[src/rtl/shift_arbiter_pkg.sv]
// Shared types and constants for the round-robin shared-shifter arbiter.
package shift_arbiter_pkg;

  localparam int unsigned DEF_WIDTH   = 8;
  localparam int unsigned DEF_SHIFT_W = 3;
  localparam int unsigned DEF_NREQ    = 4;
  localparam int unsigned DEF_ID_W    = 2;

  typedef logic [DEF_WIDTH-1:0]   operand_t;
  typedef logic [DEF_SHIFT_W-1:0] shamt_t;
  typedef logic [DEF_ID_W-1:0]    req_id_t;

  typedef enum logic {
    ST_EMPTY = 1'b0,
    ST_FULL  = 1'b1
  } out_state_e;

endpackage

[src/rtl/left_shift_core.sv]
// Combinational zero-fill left shifter; shifts of WIDTH or more give zero.
module left_shift_core #(
  parameter int unsigned WIDTH   = 8,
  parameter int unsigned SHIFT_W = 3
) (
  input  logic [WIDTH-1:0]   iBits,
  input  logic [SHIFT_W-1:0] shift,
  output logic [WIDTH-1:0]   oBits
);

  assign oBits = (32'(shift) >= WIDTH) ? '0 : (iBits << shift);

endmodule

[src/rtl/shift_arbiter.sv]
// Round-robin arbiter time-multiplexing one left shifter over NREQ clients,
// with a one-entry registered result and valid/ready handshake.
module shift_arbiter
  import shift_arbiter_pkg::*;
#(
  parameter int unsigned WIDTH   = DEF_WIDTH,
  parameter int unsigned SHIFT_W = DEF_SHIFT_W,
  parameter int unsigned NREQ    = DEF_NREQ,
  parameter int unsigned ID_W    = DEF_ID_W
) (
  input  logic                    clk,
  input  logic                    rst,
  input  logic [NREQ-1:0]         req_valid,
  output logic [NREQ-1:0]         req_ready,
  input  logic [NREQ*WIDTH-1:0]   req_bits,
  input  logic [NREQ*SHIFT_W-1:0] req_shift,
  output logic                    rsp_valid,
  input  logic                    rsp_ready,
  output logic [WIDTH-1:0]        rsp_bits,
  output logic [ID_W-1:0]         rsp_id
);

  out_state_e        r_state;
  logic [WIDTH-1:0]  r_bits;
  logic [ID_W-1:0]   r_id;
  logic [ID_W-1:0]   r_ptr;

  logic              w_can_accept;
  logic              w_found;
  logic [ID_W-1:0]   w_gid;
  logic              w_fire;
  logic [ID_W-1:0]   w_next_ptr;
  logic [WIDTH-1:0]  w_op;
  logic [SHIFT_W-1:0] w_shamt;
  logic [WIDTH-1:0]  w_shifted;

  // Priority scan starting at r_ptr, wrapping modulo NREQ.
  always_comb begin : scan
    int unsigned idx;
    idx          = 0;
    w_can_accept = !rst && ((r_state == ST_EMPTY) || rsp_ready);
    w_found      = 1'b0;
    w_gid        = '0;
    for (int unsigned k = 0; k < NREQ; k++) begin
      idx = (32'(r_ptr) + k) % NREQ;
      if (!w_found && req_valid[ID_W'(idx)]) begin
        w_found = 1'b1;
        w_gid   = ID_W'(idx);
      end
    end
    w_fire     = w_can_accept && w_found;
    w_next_ptr = ID_W'((32'(w_gid) + 1) % NREQ);
  end

  assign req_ready = w_fire ? (NREQ'(1) << w_gid) : '0;
  assign w_op      = req_bits[32'(w_gid)*WIDTH +: WIDTH];
  assign w_shamt   = req_shift[32'(w_gid)*SHIFT_W +: SHIFT_W];

  left_shift_core #(
    .WIDTH   (WIDTH),
    .SHIFT_W (SHIFT_W)
  ) u_shift (
    .iBits (w_op),
    .shift (w_shamt),
    .oBits (w_shifted)
  );

  // Output register; a grant while draining refills without a bubble.
  always_ff @(posedge clk) begin
    if (rst) begin
      r_state <= ST_EMPTY;
      r_bits  <= '0;
      r_id    <= '0;
      r_ptr   <= '0;
    end else begin
      if (w_fire) begin
        r_bits <= w_shifted;
        r_id   <= w_gid;
        r_ptr  <= w_next_ptr;
      end
      case (r_state)
        ST_EMPTY: if (w_fire) r_state <= ST_FULL;
        ST_FULL:  if (rsp_ready && !w_fire) r_state <= ST_EMPTY;
        default:  r_state <= ST_EMPTY;
      endcase
    end
  end

  assign rsp_valid = (r_state == ST_FULL);
  assign rsp_bits  = r_bits;
  assign rsp_id    = r_id;

endmodule

[config.mk]
export PLATFORM = sky130hd
export DESIGN_NAME = shift_arbiter
export DESIGN_NICKNAME = d
export VERILOG_FILES = /design/src/rtl/shift_arbiter_pkg.sv /design/src/rtl/left_shift_core.sv /design/src/rtl/shift_arbiter.sv
export SDC_FILE = /design/constraint.sdc
export NUM_CORES = 1
export LEC_CHECK = 0
export BUFFER_PORTS_ARGS = -buffer_cell sky130_fd_sc_hd__buf_4
export CORE_ASPECT_RATIO = 2
export CORE_UTILIZATION = 49
export DETAILED_ROUTE_END_ITERATION = 7
export GPL_TIMING_DRIVEN = 0
export PLACE_DENSITY_LB_ADDON = 0.15
export REMOVE_ABC_BUFFERS = 1
export SLEW_MARGIN = 20
export SYNTH_ARGS = -nofsm -noshare
export SYNTH_HDL_FRONTEND = slang
export SYNTH_SLANG_ARGS = --single-unit
[constraint.sdc]
create_clock -name clk -period 2.8 [get_ports clk]
set_input_delay 0 -clock clk [delete_from_list [all_inputs] [get_ports clk]]
set_output_delay 0 -clock clk [all_outputs]
set_load 0.01 [all_outputs]
==> run metrics, run 1 <==
dpl hpwl=around 3300 um; core area=between 3000 and 4000 um^2; cts bufs inserted=3; fin crit period=roughly 2.6 ns; CP Launch Type=register; WP data required=around 2.9 ns; Worst Path Class, Setup=register to register; Vias=between 1500 and 2000; NetSw=598 uW; Simple-Gate Fraction of Synth Area=35.2%; Pint=757 uW; drt first pass iters=4; die height=82.2 um; DRC=0; cell area after synthesis=1580 um^2; Worst slew margin=45.3%; Initial DRC Count=67; Peak VDD IR=0.453 mV; Seq pwr share=18.8%; area leader, netlist=dfxtp_1; worst path bufs/invs=0; top cell family by delay on the critical path=compound AO/OA/AOI/OAI gates; Layout Area Growth over Synthesis=41.5%; Port Buffers=65; Final nets=323; Critical-path top delay cell=or4_4; Switching Share=~44%; Worst-path clk slew=0.06 ns; commonest non-fill, non-tap cell in the layout=buf_4; HP Class=primary input to register; drt total wl=5150 um; RSZ-0062 raised after global routing=false; clock share of power=12.2%; maxcap violations=0; #FFs+latches synth=13; post-synthesis xor/xnor area fraction=0%; Longest Clk Path Bufs=2; largest net degree at the start of global routing=30; post-cts hold buffer count=0; first-pass GRT wire length=7580 um; Max Slew Vio Count=0; status=finished, final reports clean; antenna violations before repair=0; Final period util=93.2%; Compound-Gate Fraction of Synth Area=a little under a third; synth top area cells=dfxtp_1 (17%), mux2i_1 (5.7%), nand3_1 (5.7%); Via density=about 6.3; number of I/O pins=66; Mapped Cells=206; largest family of logic cells by synthesized area=simple AND/OR/NAND/NOR gates; Final Hold Fails=0; Synth Area in Adders=3.18%; Lkg Pwr=0.940 nW; final setup fails=0; Sinks on Clock Net=13; diodes inserted=0; die width=42.1 um; mux cell area share after synthesis=7.15%; combinational power share=69.0%; Skew-Pair Late Insertion Delay=about 0.24 ns; Congestion Overflow GR=0; Netlist cell types=43; worst slack at placement=-0.803 ns; Syn. warnings=0; Crit path largest cell delay=0.71 ns; Main synth FF type=dfxtp_1; Die ar.=3460 um^2; Routed WL per cell=17.3 um; cell total after placement=280; Crit Path Max Fanout=29; CP arrival=2.72 ns; # rows=28; Final Power=1.35 mW; post-synthesis async set-or-reset flop share=0%; Final ANT Viol Nets=0; initial core utilization=52.3%; total track usage=between 20% and 30%; crit path capture type=register; crit-path cells=or4_4 -> a21bo_2 -> a32oi_4 -> mux2i_2 -> nor2_1 -> a211oi_1 -> o21ai_1; CTS tree=done; Setup Skew=0.00308 ns; syn_area_per_cell=roughly 7.6 um^2; layout cell share with drive strength beyond 1=40.8%; sequential share of the synthesized area=16.5%; top-area cell type share of the netlist area=16.5%; post-route setup slack=0.191 ns; non-filler cells, final=297; htree depth=1; Fillers=about 260; worst slew pin tran=0.818 ns; worst hold slack=slightly below 0.05 ns; power density cells=approximately 610 nW/um^2; Final GP Congestion=~0.8; EDFF count, synth=0; Max Clk Rate=383 MHz; most frequent cells in the layout=buf_4 (75), nand2_1 (21), nand3_1 (18), dfxtp_1 (12), nor4_1 (11); vias in the first global route=1717; clk root buf=clkbuf_8
==> registers in the layout (all words and copies together), names as in the netlist <==
register,count
rsp_valid,1
r_ptr,2
rsp_bits,8
rsp_id,2
==> routing by layer <==
metal	vias to the layer above	part of all wire [%]	GRT usage, %
li1	922	-	-
met1	856	39	29.6
met2	88	51	51.1
met3	18	4.6	2.83
met4	0	5.4	18.8
met5	-	0	0
==> logic make-up (layout without fill, tap and decap cells) <==
family	count (synthesis)	count (layout)
flip-flops	13	13
AO/OA/AOI/OAI	54	55
AND/OR/NAND/NOR	101	102
buffers and inverters	23	82
multiplexers	11	11
adder cells (fa/ha/maj)	4	4
==> cell usage after synthesis, types with 3 or more instances <==
master / number
a21oi_1: 4
clkbuf_1: 7
buf_2: 7
a211oi_1: 4
o21ai_0: 5
a21bo_2: 8
nor3b_1: 10
nor2_1: 11
nand3b_1: 8
a22oi_1: 4
nand2_1: 23
a32oi_1: 6
mux2i_1: 9
nor3_1: 3
nand3_1: 18
nor4_1: 11
dfxtp_1: 13
and2_1: 4
a221oi_1: 10
buf_6: 3
nor2b_1: 6
ha_1: 4
==> layout make-up <==
| class | count | area, um^2 | share of cell area [%] |
|---|---|---|---|
| Multi-Input combinational cell | 172 | 1290 | 57.8 |
| Timing Repair Buffer | 76 | 583 | 26.2 |
| Clock buffer | 4 | 45.0 | 2.02 |
| Sequential cell | 13 | 264 | 11.8 |
| Inverter | 2 | 11.3 | 0.505 |
| Tap cell | 30 | 37.5 | 1.68 |
==> worst paths after layout <==
kind | start | to | slack [ns] | cells past startpoint
min | rst | rsp_valid | 0.05 | 2
max reg2reg | r_ptr[1] | rsp_bits[5] | 0.19 | 7
max | r_ptr[1] | rsp_bits[5] | 0.19 | 7
min reg2reg | rsp_bits[5] | rsp_bits[5] | 0.49 | 2
==> per-stage QoR <==
step	util (%)	cell area (um^2)	TNS [ns]
after floorplan	-	1460	-0.784
after global placement	65.8	1980	-4.64
after detailed placement	66.0	1990	-5.26
after CTS	72.1	2170	0
after global routing	74.0	2230	0
final	74.0	2230	0
==> what timing repair did <==
action | CTS | global route
gates resized for setup | 7 | 9
pin swaps | 3 | 1
setup endpoints to repair | 10 | 7
buffers inserted | 10 | 1
cloned | 1 | 1
==> power groups by stage <==
stage	combinational [mW]	sequential [mW]	clock (mW)
3_5_place_dp	0.745	0.260	0
4_1_cts	0.868	0.259	0.169
6_report	0.935	0.254	0.165
2_1_floorplan	0.507	0.267	0
3_3_place_gp	0.733	0.259	0
5_1_grt	1.01	0.258	0.177
Power figures use the tool's default switching activity.
==> run 2: changes to the inputs <==
--- a/config.mk
+++ b/config.mk
@@ -7,10 +7,10 @@
 export LEC_CHECK = 0
 export BUFFER_PORTS_ARGS = -buffer_cell sky130_fd_sc_hd__buf_4
 export CORE_ASPECT_RATIO = 2
-export CORE_UTILIZATION = 49
+export CORE_UTILIZATION = 52
 export DETAILED_ROUTE_END_ITERATION = 7
 export GPL_TIMING_DRIVEN = 0
-export PLACE_DENSITY_LB_ADDON = 0.15
+export PLACE_DENSITY = 0.86
 export REMOVE_ABC_BUFFERS = 1
 export SLEW_MARGIN = 20
 export SYNTH_ARGS = -nofsm -noshare
==> constraint.sdc (replaced) <==
create_clock -name clk -period 3.02 [get_ports clk]
set_input_delay 0 -clock clk [delete_from_list [all_inputs] [get_ports clk]]
set_output_delay 0 -clock clk [all_outputs]
set_load 0.01 [all_outputs]
==> run 2 against run 1 <==
Effect of this change: clock skew barely moved; die area fell by 5.6%; setup slack got worse by 0.11 ns; register-to-register slack got worse by 0.11 ns; core utilization rose by 3.0 points; clock power fell by 6%; critical path depth rose by 4; total power fell by 12%; fmax fell by 11%; sequential power fell by 5%; global-route usage rose by 1.9 points; critical path type unchanged; largest cell class unchanged; largest power group unchanged.
==> run metrics, run 2 (synthesis results as in run 1) <==
vias in the first global route=1696 (-1.2%); crit path capture type=register; NetSw=514 uW (-14%); total track usage=29.7% (+1.9 points); Final period util=97.3% (+4.1 points); placed instance area=1980 um^2 (-0.31%); Worst Hold Launch=rst; Final Hold Fails=0 (unchanged); die height=79.8 um (-2.9%); Layout Area Growth over Synthesis=36.9%; worst path bufs/invs=3 (+3); crit-path cells=nor2b_2 -> a211o_1 -> nand2_1 -> clkinvlp_4 -> buf_4 -> a32oi_4 -> buf_4 -> or3_1 -> a21oi_1 -> nand4b_1 -> nand2_1; Skew-Pair Late Insertion Delay=0.24 ns (about the same); antenna violations before repair=0 (unchanged); Crit path largest cell delay=0.40 ns (-0.31 ns); Pint=677 uW (-10%); maxcap violations=0 (unchanged); worst hold slack=0.0343 ns (-0.0141 ns); fin crit period=2.94 ns (+0.330 ns); combinational power share=66.7% (-2.3 points); CP arrival=3.07 ns (+0.35 ns); drt first pass iters=4 (unchanged); Final GP Congestion=0.798 (-0.94%); most frequent cells in the layout=buf_4 (76), nand2_1 (23), nand3_1 (18), dfxtp_1 (12), nor4_1 (11); Die ar.=3270 um^2 (-5.6%); dpl hpwl=3330 um (+1.3%); CP Launch Type=register; Util after Layout=76.9% (+3.0 points); worst slew pin tran=0.748 ns (-0.0708 ns); Sinks on Clock Net=13 (unchanged); Worst-path clk slew=0.06 ns (about the same); largest net degree at the start of global routing=30 (unchanged); Via density=6.42 (+1.2%); Worst Path Class, Setup=register to register; r2r startpoint=r_ptr[0]; post-cts hold buffer count=0 (unchanged); number of I/O pins=66 (unchanged); commonest non-fill, non-tap cell in the layout=buf_4; die width=40.9 um (-2.8%); r2r setup slk=0.08 ns (-0.11 ns); power density cells=552 nW/um^2 (-9.1%); Worst R2R End=rsp_bits[4]; top cell family by delay on the critical path=simple AND/OR/NAND/NOR gates; Final ANT Viol Nets=0 (unchanged); hold path depth=2 (unchanged); r2r worst-path depth=11 (+4); first-pass GRT wire length=7040 um (-7.1%); Peak VDD IR=0.301 mV (-33%); Critical-path top delay cell=nor2b_2; Max Clk Rate=340 MHz (-11%); Longest Clk Path Bufs=2 (unchanged); Final nets=321 (-0.62%); layout cell share with drive strength beyond 1=38.1% (-2.7 points); WP data required=3.15 ns (+0.24 ns); Port Buffers=65 (unchanged); max reg flops=8 (unchanged); Routed WL per cell=15.9 um (-8.3%); Vias=1887 (+0.16%); core area=2800 um^2 (-6.9%); final setup fails=0 (unchanged); Seq pwr share=20.3% (+1.5 points); DRC=0 (unchanged); final non-filler cell area=2160 um^2 (-3.2%); Max Slew Vio Count=0 (unchanged); Initial DRC Count=61 (-9.0%); Setup Skew=0.00304 ns (-0.0000450 ns); diodes inserted=0 (unchanged); Lkg Pwr=0.927 nW (-1.4%); drt total wl=4680 um (-9.3%); Hold Path End=rsp_bits[6]; clock share of power=13.0% (+0.8 points); # rows=27 (-3.6%); HP Class=primary input to register; Switching Share=43.2% (-0.99 points); status=finished, final reports clean; Crit Path Max Fanout=11 (-62%); Congestion Overflow GR=0 (unchanged); Worst slew margin=50.1% (+4.8 points); clk root buf=clkbuf_8; initial core utilization=56.2% (+3.9 points); htree depth=1 (unchanged); cts bufs inserted=3 (unchanged); CTS tree=done
## run 2: timing repair
action | 4_1_cts | 5_1_grt
pin swaps | 2 | 1
gates cloned | 0 | 0
setup endpoints to repair | 8 | 7
setup buffers | 5 | 6
gates resized for setup | 6 | 2
## run 2: power by group through the flow
stage	registers, mW	clock network [mW]	logic [mW]
2_1_floorplan	0.247	0	0.470
3_3_place_gp	0.240	0	0.669
3_5_place_dp	0.243	0	0.681
4_1_cts	0.241	0.154	0.738
5_1_grt	0.248	0.161	0.864
6_report	0.242	0.155	0.794
## run 2: per-stage QoR
| step | total power [mW] | instances | TNS [ns] | setup slack, ns |
|---|---|---|---|---|
| after global placement | 0.909 | 279 | -2.97 | -0.586 |
| after detailed placement | 0.924 | 279 | -3.59 | -0.675 |
| after CTS | 1.13 | 288 | -0.0108 | -0.0108 |
| final | 1.19 | 294 | 0 | 0.0812 |
| after global routing | 1.27 | 294 | -0.0161 | -0.0138 |
| after floorplan | 0.717 | 185 | -0.00121 | -0.00121 |
## run 2: worst max-delay path by stage
stage | from | end | slack, ns | cells past startpoint
floorplan | r_ptr[1] | rsp_bits[7] | -0.001 | 6
global placement | req_valid[1] | rsp_bits[5] | -0.59 | 9
detailed placement | req_valid[1] | rsp_bits[5] | -0.67 | 9
CTS | r_ptr[0] | rsp_bits[7] | -0.01 | 10
global route | r_ptr[1] | rsp_bits[5] | -0.01 | 10
finish | r_ptr[0] | rsp_bits[4] | 0.08 | 11
## run 2: routing by layer
layer	up-vias	share of wire, %	track usage (%)
li1	908	-	-
met1	863	36	28.6
met2	89	55	51.6
met3	27	3.7	4.18
met4	0	5.4	20.3
met5	-	0	0
## run 2: cell type report
class / instances / area, um^2
fill: 220 / 647
inverter: 2 / 11.3
sequential: 13 / 264
timing repair buffer: 76 / 571
tap: 29 / 36.3
multi-input combinational: 170 / 1230
clock buffer: 4 / 45.0
## run 2: worst reg2reg max path: stages, from the launching register on
cell and delay [ns]:
dfxtp_1 0.34, nor2b_2 0.40, a211o_1 0.37, nand2_1 0.29, clkinvlp_4 0.23, buf_4 0.19, a32oi_4 0.15, buf_4 0.19
or3_1 0.37, a21oi_1 0.13, nand4b_1 0.12, nand2_1 0.06
